### src/rtl/pipe_hazard_ctrl_pkg.sv
// Shared types and constants for the pipeline interlock controller.
// No logic, no latency.
// No flow control.
package pipe_hazard_ctrl_pkg;

    // Controller FSM encoding; the values are visible on o_ctrl_state.
    typedef enum logic [1:0] {
        ST_RUN   = 2'd0,
        ST_RAW   = 2'd1,
        ST_MEMW  = 2'd2,
        ST_FLUSH = 2'd3
    } ctrl_state_t;

    // Architectural zero register: never written, never pending.
    localparam logic [4:0] REG_ZERO = 5'd0;
    localparam int         NUM_REGS = 32;

endpackage

### src/rtl/pipe_hazard_ctrl_scoreboard.sv
// Per-register count of in-flight writes with two source read ports and a destination-full port.
// Reads are combinational; updates land on the next clock edge.
// No flow control; issue is gated upstream by the hazard logic.
module pipe_hazard_ctrl_scoreboard
    import pipe_hazard_ctrl_pkg::*;
#(
    parameter int CNT_W     = 2,
    parameter bit WB_BYPASS = 1'b1
) (
    input  logic       i_clk,
    input  logic       i_rst_n,
    input  logic       i_inc_vld,
    input  logic [4:0] i_inc_sel,
    input  logic       i_dec_vld,
    input  logic [4:0] i_dec_sel,
    input  logic [4:0] i_rs1_sel,
    input  logic [4:0] i_rs2_sel,
    input  logic [4:0] i_rd_sel,
    output logic       o_rs1_pend,
    output logic       o_rs2_pend,
    output logic       o_rd_full
);

    localparam logic [CNT_W-1:0] CNT_MAX = '1;
    localparam logic [CNT_W-1:0] CNT_ONE = CNT_W'(1);

    logic [CNT_W-1:0] r_cnt     [NUM_REGS];
    logic [CNT_W-1:0] w_cnt_nxt [NUM_REGS];
    logic [CNT_W-1:0] w_rs1_cnt;
    logic [CNT_W-1:0] w_rs2_cnt;
    logic             w_rs1_byp;
    logic             w_rs2_byp;
    logic             w_dec_err;

    // Next count per register: simultaneous inc/dec cancel, saturate at both ends.
    always_comb begin
        for (int i = 0; i < NUM_REGS; i++) begin
            w_cnt_nxt[i] = r_cnt[i];
            if (i != 0) begin
                if (i_inc_vld && (i_inc_sel == 5'(i)) && !(i_dec_vld && (i_dec_sel == 5'(i)))) begin
                    if (r_cnt[i] != CNT_MAX) w_cnt_nxt[i] = r_cnt[i] + CNT_ONE;
                end else if (i_dec_vld && (i_dec_sel == 5'(i)) && !(i_inc_vld && (i_inc_sel == 5'(i)))) begin
                    if (r_cnt[i] != '0) w_cnt_nxt[i] = r_cnt[i] - CNT_ONE;
                end
            end
        end
    end

    // Counter array register.
    always_ff @(posedge i_clk or negedge i_rst_n) begin
        if (!i_rst_n) begin
            for (int i = 0; i < NUM_REGS; i++) r_cnt[i] <= '0;
        end else begin
            r_cnt <= w_cnt_nxt;
        end
    end

    // Source lookups; a write retiring in W this cycle already satisfies one pending count.
    always_comb begin
        w_rs1_cnt  = r_cnt[i_rs1_sel];
        w_rs2_cnt  = r_cnt[i_rs2_sel];
        w_rs1_byp  = WB_BYPASS && i_dec_vld && (i_dec_sel == i_rs1_sel);
        w_rs2_byp  = WB_BYPASS && i_dec_vld && (i_dec_sel == i_rs2_sel);
        o_rs1_pend = (i_rs1_sel != REG_ZERO) && (w_rs1_byp ? (w_rs1_cnt > CNT_ONE) : (w_rs1_cnt != '0));
        o_rs2_pend = (i_rs2_sel != REG_ZERO) && (w_rs2_byp ? (w_rs2_cnt > CNT_ONE) : (w_rs2_cnt != '0));
        o_rd_full  = (i_rd_sel != REG_ZERO) && (r_cnt[i_rd_sel] == CNT_MAX);
        w_dec_err  = i_dec_vld && (i_dec_sel != REG_ZERO) && (r_cnt[i_dec_sel] == '0)
                     && !(i_inc_vld && (i_inc_sel == i_dec_sel));
    end

    // A writeback for a register with nothing in flight means the pipe lost track of an instruction.
    a_no_dec_underflow: assert property (@(posedge i_clk) disable iff (!i_rst_n) !w_dec_err);

endmodule

### src/rtl/pipe_hazard_ctrl.sv
// Interlock controller: stalls D on RAW/WAW, freezes on memory busy, flushes F/D and D/A on taken branch.
// Hold/flush/fire are combinational from state and inputs; state and stall count are registered.
// Memory busy outranks branch, which outranks flush drain, which outranks hazards.
module pipe_hazard_ctrl
    import pipe_hazard_ctrl_pkg::*;
#(
    parameter int CNT_W     = 2,
    parameter int FLUSH_CYC = 2,
    parameter bit WB_BYPASS = 1'b1
) (
    input  logic        i_clk,
    input  logic        i_rst_n,
    input  logic        i_d_valid,
    input  logic [4:0]  i_d_rs1,
    input  logic [4:0]  i_d_rs2,
    input  logic        i_d_use_rs1,
    input  logic        i_d_use_rs2,
    input  logic [4:0]  i_d_rd,
    input  logic        i_d_is_wb,
    input  logic        i_a_br_taken,
    input  logic        i_c_mem_busy,
    input  logic        i_w_is_wb,
    input  logic [4:0]  i_w_write_sel,
    output logic        o_d_fire,
    output logic        o_f_hold,
    output logic        o_d_hold,
    output logic        o_da_bubble,
    output logic        o_fd_flush,
    output logic        o_da_flush,
    output logic [1:0]  o_ctrl_state,
    output logic [31:0] o_stall_count
);

    localparam int FC_W = $clog2(FLUSH_CYC + 1);

    ctrl_state_t r_state;
    ctrl_state_t w_state_nxt;
    logic [FC_W-1:0] r_flush_cnt;
    logic [FC_W-1:0] w_flush_nxt;
    logic [31:0]     r_stall_cnt;
    logic            w_rs1_pend;
    logic            w_rs2_pend;
    logic            w_rd_full;
    logic            w_haz;
    logic            w_inc_vld;

    assign w_haz = i_d_valid && ((i_d_use_rs1 && w_rs1_pend) || (i_d_use_rs2 && w_rs2_pend)
                                 || (i_d_is_wb && w_rd_full));
    assign w_inc_vld = o_d_fire && i_d_is_wb && (i_d_rd != REG_ZERO);

    pipe_hazard_ctrl_scoreboard #(
        .CNT_W     (CNT_W),
        .WB_BYPASS (WB_BYPASS)
    ) u_sb (
        .i_clk      (i_clk),
        .i_rst_n    (i_rst_n),
        .i_inc_vld  (w_inc_vld),
        .i_inc_sel  (i_d_rd),
        .i_dec_vld  (i_w_is_wb),
        .i_dec_sel  (i_w_write_sel),
        .i_rs1_sel  (i_d_rs1),
        .i_rs2_sel  (i_d_rs2),
        .i_rd_sel   (i_d_rd),
        .o_rs1_pend (w_rs1_pend),
        .o_rs2_pend (w_rs2_pend),
        .o_rd_full  (w_rd_full)
    );

    // Prioritised pipe control and next-state; outputs are forced quiet while reset is held.
    always_comb begin
        w_state_nxt = r_state;
        w_flush_nxt = r_flush_cnt;
        o_d_fire    = 1'b0;
        o_f_hold    = 1'b0;
        o_d_hold    = 1'b0;
        o_da_bubble = 1'b0;
        o_fd_flush  = 1'b0;
        o_da_flush  = 1'b0;
        if (i_rst_n) begin
            if (i_c_mem_busy) begin
                o_f_hold    = 1'b1;
                o_d_hold    = 1'b1;
                w_state_nxt = ST_MEMW;
            end else if (i_a_br_taken) begin
                o_fd_flush  = 1'b1;
                o_da_flush  = 1'b1;
                w_flush_nxt = FC_W'(FLUSH_CYC);
                w_state_nxt = ST_FLUSH;
            end else if (r_state == ST_FLUSH) begin
                o_da_bubble = 1'b1;
                w_flush_nxt = r_flush_cnt - FC_W'(1);
                if (r_flush_cnt <= FC_W'(1)) w_state_nxt = ST_RUN;
            end else if (w_haz) begin
                o_f_hold    = 1'b1;
                o_d_hold    = 1'b1;
                o_da_bubble = 1'b1;
                w_state_nxt = ST_RAW;
            end else begin
                o_d_fire    = i_d_valid;
                o_da_bubble = !i_d_valid;
                w_state_nxt = ST_RUN;
            end
        end
    end

    // FSM state and flush drain counter.
    always_ff @(posedge i_clk or negedge i_rst_n) begin
        if (!i_rst_n) begin
            r_state     <= ST_RUN;
            r_flush_cnt <= '0;
        end else begin
            r_state     <= w_state_nxt;
            r_flush_cnt <= w_flush_nxt;
        end
    end

    // Saturating count of cycles where D had work but could not issue.
    always_ff @(posedge i_clk or negedge i_rst_n) begin
        if (!i_rst_n) begin
            r_stall_cnt <= '0;
        end else if (i_d_valid && !o_d_fire && (r_stall_cnt != 32'hFFFF_FFFF)) begin
            r_stall_cnt <= r_stall_cnt + 32'd1;
        end
    end

    assign o_ctrl_state  = r_state;
    assign o_stall_count = r_stall_cnt;

endmodule
### config.mk
export PLATFORM = sky130hd
export DESIGN_NAME = pipe_hazard_ctrl
export DESIGN_NICKNAME = d
export VERILOG_FILES = /design/src/rtl/pipe_hazard_ctrl_pkg.sv /design/src/rtl/pipe_hazard_ctrl_scoreboard.sv /design/src/rtl/pipe_hazard_ctrl.sv
export SDC_FILE = /design/constraint.sdc
export NUM_CORES = 1
export LEC_CHECK = 0
export BUFFER_PORTS_ARGS = -buffer_cell sky130_fd_sc_hd__buf_4
export CORE_UTILIZATION = 40
export DETAILED_ROUTE_END_ITERATION = 10
export HOLD_SLACK_MARGIN = 0.1
export PLACE_DENSITY = 0.6
export SYNTH_ARGS = -nofsm -noshare
export SYNTH_HDL_FRONTEND = slang
export SYNTH_SLANG_ARGS = --single-unit
### constraint.sdc
create_clock -name i_clk -period 8.68 [get_ports i_clk]
set_clock_uncertainty 0.1 [all_clocks]
set_input_delay 0.868 -clock i_clk [delete_from_list [all_inputs] [get_ports i_clk]]
set_output_delay 0.868 -clock i_clk [all_outputs]
set_load 0.1 [all_outputs]
=== Yosys cells after proc, flatten, opt, wreduce, memory -nomap -nowiden ===
Cells that the tools add are included.
W data, S select, Z words.

* Input port bits: 29
* Logic and storage cells: 733
* Register bits: 98
* Output and inout port bits: 40

* Add/sub/neg operators: 64
* Muxes and demuxes: 160
* Eq/ne operators: 130
* $lt $le $gt $ge: 6
* Bitwise logic cells: 4
* Reductions and logical operators: 335

{| class="wikitable"
|+ Operators with widths
! operator !! count
|-
| $mux W2 || 136
|-
| $reduce_bool A2 Y1 || 96
|-
| $eq A5 B5 Y1 const B || 32
|-
| $logic_and A1 B1 Y1 || 137
|-
| $ne A2 B2 Y1 const B || 62
|-
| $reduce_and A3 Y1 || 32
|-
| $eq A5 B4 Y1 const B || 16
|-
| $logic_not A1 Y1 || 64
|-
| $sub A2 B1 Y2 const B || 32
|-
| $add A2 B1 Y2 const B || 31
|-
| $eq A5 B3 Y1 const B || 8
|-
| $add A32 B1 Y32 const B || 1
|-
| $ne A32 B32 Y1 const B || 1
|-
| $bmux W2 S5 || 3
|-
| $mux W1 || 21
|-
| $eq A5 B2 Y1 const B || 4
|-
| $ge A6 B6 Y1 const B || 3
|-
| $not A5 Y6 || 3
|-
| $reduce_bool A5 Y1 || 3
|-
| $eq A5 B1 Y1 const B || 2
|-
| $eq A5 B5 Y1 || 2
|-
| $eq A2 B2 Y1 const B || 2
|-
| $gt A2 B1 Y1 const B || 2
|-
| $ne A4 B3 Y1 const B || 1
|-
| 4 further kinds || 5
|}

=== Logic depth before layout (Yosys ltp) ===
* Depth after elaboration: 23
* Depth in mapped cells: 15
* Mapped depth without buffers: 10

=== By module ===
A second synthesis with hierarchy kept.

* Cells, all modules: 752
* Area, all modules: 7158.1 um^2

{| class="wikitable"
|+ By module, submodules not included
! module !! instances !! cells an instance !! area each (um^2) !! seq. area each (um^2)
|-
| pipe_hazard_ctrl_scoreboard || 1 || 578 || 5270.1 || 1551.5
|-
| pipe_hazard_ctrl || 1 || 174 || 1888.1 || 900.9
|}

=== Least setup slack after synthesis ===
No wires, ideal clock.

* Path kind: input to output
* Start point: input i_d_rs1[0]
* End point: output o_da_bubble
* Path buffers: 3
* Setup slack: 2.615 ns
* Stages: 9
* Data arrival time: 5.097 ns
* Data required time: 7.712 ns
* Cells stage by stage: buf_2 buf_2 mux4_2 nand2_1 a311oi_1 a311o_1 and3_1 buf_6 a311oi_1

* Longest elaborated chain between the ends: 16
* Elaborated cells between the ends (all ways): 20

{| class="wikitable"
|+ Ends and longest elaborated chain
! element !! line !! source
|-
| from (decl) || pipe_hazard_ctrl.sv:14 || <nowiki>input logic [4:0] i_d_rs1,</nowiki>
|-
| $not A5 Y6 (implied by the code) || pipe_hazard_ctrl_scoreboard.sv:60 || <nowiki>w_rs1_cnt = r_cnt[i_rs1_sel];</nowiki>
|-
| $bmux W2 S5 || pipe_hazard_ctrl_scoreboard.sv:60 ||
|-
| $mux W2 (implied by the code) (2 in a row) || pipe_hazard_ctrl_scoreboard.sv:60 ||
|-
| $gt A2 B1 Y1 / $reduce_bool A2 Y1 (equally long branches) || pipe_hazard_ctrl_scoreboard.sv:64 || <nowiki>o_rs1_pend = (i_rs1_sel != REG_ZERO) && (w_rs1_byp ? (w_rs1_cnt > CNT_ONE) : (w_rs1_cnt != '0));</nowiki>
|-
| $mux W1 || pipe_hazard_ctrl_scoreboard.sv:64 ||
|-
| $logic_and A1 B1 Y1 (*) || pipe_hazard_ctrl_scoreboard.sv:64 ||
|-
| $logic_and A1 B1 Y1 (*) || pipe_hazard_ctrl.sv:47 || <nowiki>assign w_haz = i_d_valid && ((i_d_use_rs1 && w_rs1_pend) || (i_d_use_rs2 && w_rs2_pend)</nowiki>
|-
| $logic_or A1 B1 Y1 (*) || pipe_hazard_ctrl.sv:47 ||
|-
| $logic_or A1 B1 Y1 (*) || pipe_hazard_ctrl.sv:48 || <nowiki>|| (i_d_is_wb && w_rd_full));</nowiki>
|-
| $logic_and A1 B1 Y1 (*) || pipe_hazard_ctrl.sv:47 ||
|-
| $mux W1 (*) || pipe_hazard_ctrl.sv:93 || <nowiki>end else if (w_haz) begin</nowiki>
|-
| $mux W1 (*) || pipe_hazard_ctrl.sv:89 || <nowiki>end else if (r_state == ST_FLUSH) begin</nowiki>
|-
| $mux W1 (*) || pipe_hazard_ctrl.sv:84 || <nowiki>end else if (i_a_br_taken) begin</nowiki>
|-
| $mux W1 (*) || pipe_hazard_ctrl.sv:80 || <nowiki>if (i_c_mem_busy) begin</nowiki>
|-
| $mux W1 (*) || pipe_hazard_ctrl.sv:79 || <nowiki>if (i_rst_n) begin</nowiki>
|-
| to (decl) || pipe_hazard_ctrl.sv:27 || <nowiki>output logic o_da_bubble,</nowiki>
|}

Every way passes the cells marked *; elsewhere a longest branch is shown, timed or not. The select of a mux whose other input is x is not followed.

=== Final worst setup path ===
* Start point: input i_d_rs2[0]
* End point: output o_f_hold

* Longest elaborated chain between the ends: 16
* Elaborated cells between the ends (all ways): 20

{| class="wikitable"
|+ Ends and longest elaborated chain
! element !! line !! source
|-
| from (decl) || pipe_hazard_ctrl.sv:15 || <nowiki>input logic [4:0] i_d_rs2,</nowiki>
|-
| $not A5 Y6 (implied by the code) || pipe_hazard_ctrl_scoreboard.sv:61 || <nowiki>w_rs2_cnt = r_cnt[i_rs2_sel];</nowiki>
|-
| $bmux W2 S5 || pipe_hazard_ctrl_scoreboard.sv:61 ||
|-
| $mux W2 (implied by the code) (2 in a row) || pipe_hazard_ctrl_scoreboard.sv:61 ||
|-
| $gt A2 B1 Y1 / $reduce_bool A2 Y1 (equally long branches) || pipe_hazard_ctrl_scoreboard.sv:65 || <nowiki>o_rs2_pend = (i_rs2_sel != REG_ZERO) && (w_rs2_byp ? (w_rs2_cnt > CNT_ONE) : (w_rs2_cnt != '0));</nowiki>
|-
| $mux W1 || pipe_hazard_ctrl_scoreboard.sv:65 ||
|-
| $logic_and A1 B1 Y1 (*) || pipe_hazard_ctrl_scoreboard.sv:65 ||
|-
| $logic_and A1 B1 Y1 (*) || pipe_hazard_ctrl.sv:47 ||
|-
| $logic_or A1 B1 Y1 (*) || pipe_hazard_ctrl.sv:47 ||
|-
| $logic_or A1 B1 Y1 (*) || pipe_hazard_ctrl.sv:48 ||
|-
| $logic_and A1 B1 Y1 (*) || pipe_hazard_ctrl.sv:47 ||
|-
| $mux W1 (*) || pipe_hazard_ctrl.sv:93 ||
|-
| $mux W1 (*) || pipe_hazard_ctrl.sv:89 ||
|-
| $mux W1 (*) || pipe_hazard_ctrl.sv:84 ||
|-
| $mux W1 (*) || pipe_hazard_ctrl.sv:80 ||
|-
| $mux W1 (*) || pipe_hazard_ctrl.sv:79 ||
|-
| to (decl) || pipe_hazard_ctrl.sv:25 || <nowiki>output logic o_f_hold,</nowiki>
|}

Marks and branches as above.

==> impl_metrics.yaml <==
job:
  maxCapViolCount: 0
synth:
  post-synth-top-count-cell: "dfrtp_1"
  synth_top_area_share: 0.323
  synthArstFlopShare: 1.00
  syn_area_sq_um: 7600
  synth-seq-cells: 98
  synth_edf_count: 0
  synthCells: 880
  syn_avg_cell_area_sq_um: 8.64
  yosysTopAreaCell: "dfrtp_1"
  synth_ff_type: "dfrtp_1"
  synth_area_leaders: "dfrtp_1 32%, mux4_2 9.5%, nand2_1 4.4%"
  syn_nets: 911
  netlist-cell-type-count: 65
  ys_warn_count: 0
  ys_top_cells_by_count: "98 x dfrtp_1, 90 x nand2_1, 77 x nor2_1"
  ys_seq_area_frac: 0.323
critical_path:
  cp_slowest_cell: "and3_1"
  end_kind: "output pin"
  critPathLaunchType: "primary input"
  path_max_fanout: 16
  criticalPathCategory: "in -> out"
  cpPeakStageDelay_ps: 570
  critPathArrivalTime_ps: 3890
  crit_chain: "buf_4 > mux4_2 > mux2i_1 > nor3b_1 > or4_1 > a32oi_1 > and3_1 > nor2_1 > a21oi_1 > nor2_1 > buf_4"
  critPathRequiredTime_ps: 7710
timing:
  rsz0062_at_grt: "false"
  report.final.slew_viol_count: 0
  clock.fmax_ghz: 0.206
  finalHoldViolations: 0
  fin_crit_sh: 0.560
  period_needed_ps: 4860
  slew-limit-headroom: 0.374
  worst_slack_ps: 3820
  fin_hold_ws_ps: 394
  fin_tns_setup_ps: 0
  setup_violations: 0
  tightest_slew_ps: 935
clock_network:
  cts.repair.resized: 0
  post_cts_buffers: 0
  cts_tree: "built"
  cts_buffers: 9
  htreeDepth: 3
  hold_buffers: 0
  cts_buffer_depth: 2
  path_clk_slew_ps: 70
  cts_root_buffer: "clkbuf_16"
  clk_latency_ps: 370
  cts_sinks: 98
final_layout:
  layout-drive-gt1-share: 0.144
  antenna_cells: 0
  stdcell_count: 1146
  nets: 938
  syn_to_final_growth_pct: 11.6
detailed_routing:
  wl_mm: 23.6
  drc: 0
  vias: 7234
  vias_per_cell: 6.31
  ant_nets: 0
  wl_per_cell_microns: 20.6
  drt-initial-drc-count: 757
  first_pass_iters: 6
global_route:
  globalRouteTotalUtil: 0.247
  grt.overflow.total: 0
  grt_max_degree: 57
  antenna_found_initial: 0
  grt_pass1_wl_mm: 37.2
  grt_pass1_vias: 6546
placed_design:
  hpwl_mm: 17.0
  gp_congestion: 0.921
  preCtsSetupSlack_ps: 3860
  place_inst: 1130
  port_buffers: 68
die:
  rows: 50
  dieArea_sq_um: 19600
  fp.dieW_microns: 140
  core_region_area_sq_um: 18600
  die_h_microns: 140
  start_util: 0.408
  ios: 69
power_and_ir_drop:
  power_leakage_nw: 3.42
  vdd_drop_max_mv: 0.114
  p_per_area_nw_per_um2: 153
min_path:
  hold_class: "reg -> reg"
status:
  status: "finished, final reports clean"
## critical path, delay by kind of cell
family	cells	cell delay (ps)
mux	2	730
simple gates	5	1360
buf+inv	2	490
compound gates	2	450
## layout make-up
cell class                 instances  area [sq um]
sequential                        98          2450
clock inverter                     7          76.3
timing repair buffer              73           548
inverter                          23          86.3
multi-input combinational        702          4800
fill                            1836         10200
clock buffer                       9           225
tap                              234           293
## stage by stage
step	utilization	power, mW	cell area (sq um)
global route	0.455	1.35	8480
detailed placement	0.439	0.879	8180
floorplan	-	0.783	7600
CTS	0.455	1.30	8480
global placement	0.439	0.875	8180
finish	0.455	1.30	8480
## worst paths after layout
kind / from / to / slack [ps] / depth (start not counted)
setup reg to reg: u_sb.r_cnt[56] / u_sb.r_cnt[56] / 4620 / 10
hold reg to reg: o_stall_count[12] / o_stall_count[12] / 390 / 1
min in group asynchronous: i_rst_n / o_stall_count[28] / 440 / 1
setup / recovery: i_d_rs2[0] / o_f_hold / 3820 / 11
max in group asynchronous: i_rst_n / u_sb.r_cnt[8] / 6950 / 2
hold / removal: o_stall_count[12] / o_stall_count[12] / 390 / 1
## registers in the layout (all words and copies together) (netlist names)
signal         flops
o_ctrl_state       2
u_sb.r_cnt        62
o_stall_count     32
r_flush_cnt        2
## layer usage
| layer | wire (microns) | vias to the layer above | track usage |
|---|---|---|---|
| li1 | - | 3360 | - |
| met3 | 1920 | 50 | 0.0406 |
| met1 | 10600 | 3476 | 0.357 |
| met2 | 10400 | 348 | 0.362 |
| met5 | 0 | - | 0 |
| met4 | 726 | 0 | 0.106 |
## report_power, final
group	internal, mW	total [mW]	leakage, nW	switching (mW)
clock	0.206	0.423	0.149	0.217
combinational	0.0972	0.344	1.95	0.247
sequential	0.485	0.529	1.33	0.0449
## cell families after synthesis
logic type	after synthesis	share of synthesized area
AND/OR/NAND/NOR	395	0.267
AO/OA/AOI/OAI	196	0.170
flip-flops	98	0.323
buffers and inverters	80	0.0461
multiplexers	68	0.143
XOR/XNOR	41	0.0472
adder cells (fa/ha/maj)	2	0.00329
## layout by cell type, fill, tap and decap left out, types with 5 or more instances in the layout
| cell type | instances |
|---|---|
| nand3_1 | 59 |
| nand3b_1 | 5 |
| nor2_1 | 77 |
| a22o_1 | 7 |
| mux4_2 | 32 |
| a21oi_1 | 31 |
| a31oi_1 | 8 |
| and2_1 | 6 |
| o31ai_1 | 5 |
| nor3_1 | 20 |
| nor3b_1 | 14 |
| nor2b_1 | 18 |
| xnor2_1 | 31 |
| o21ai_1 | 13 |
| or3_1 | 5 |
| o41ai_1 | 9 |
| buf_4 | 73 |
| nand4_1 | 30 |
| a22oi_1 | 7 |
| dfrtp_1 | 98 |
| inv_1 | 23 |
| nand2_1 | 90 |
| clkbuf_16 | 9 |
| o21ai_0 | 50 |
| xor2_1 | 10 |
| or4_1 | 20 |
| mux2i_1 | 28 |
| and3_1 | 22 |
| nand2b_1 | 15 |
| o211ai_1 | 26 |
Power figures use the tool's default switching activity.
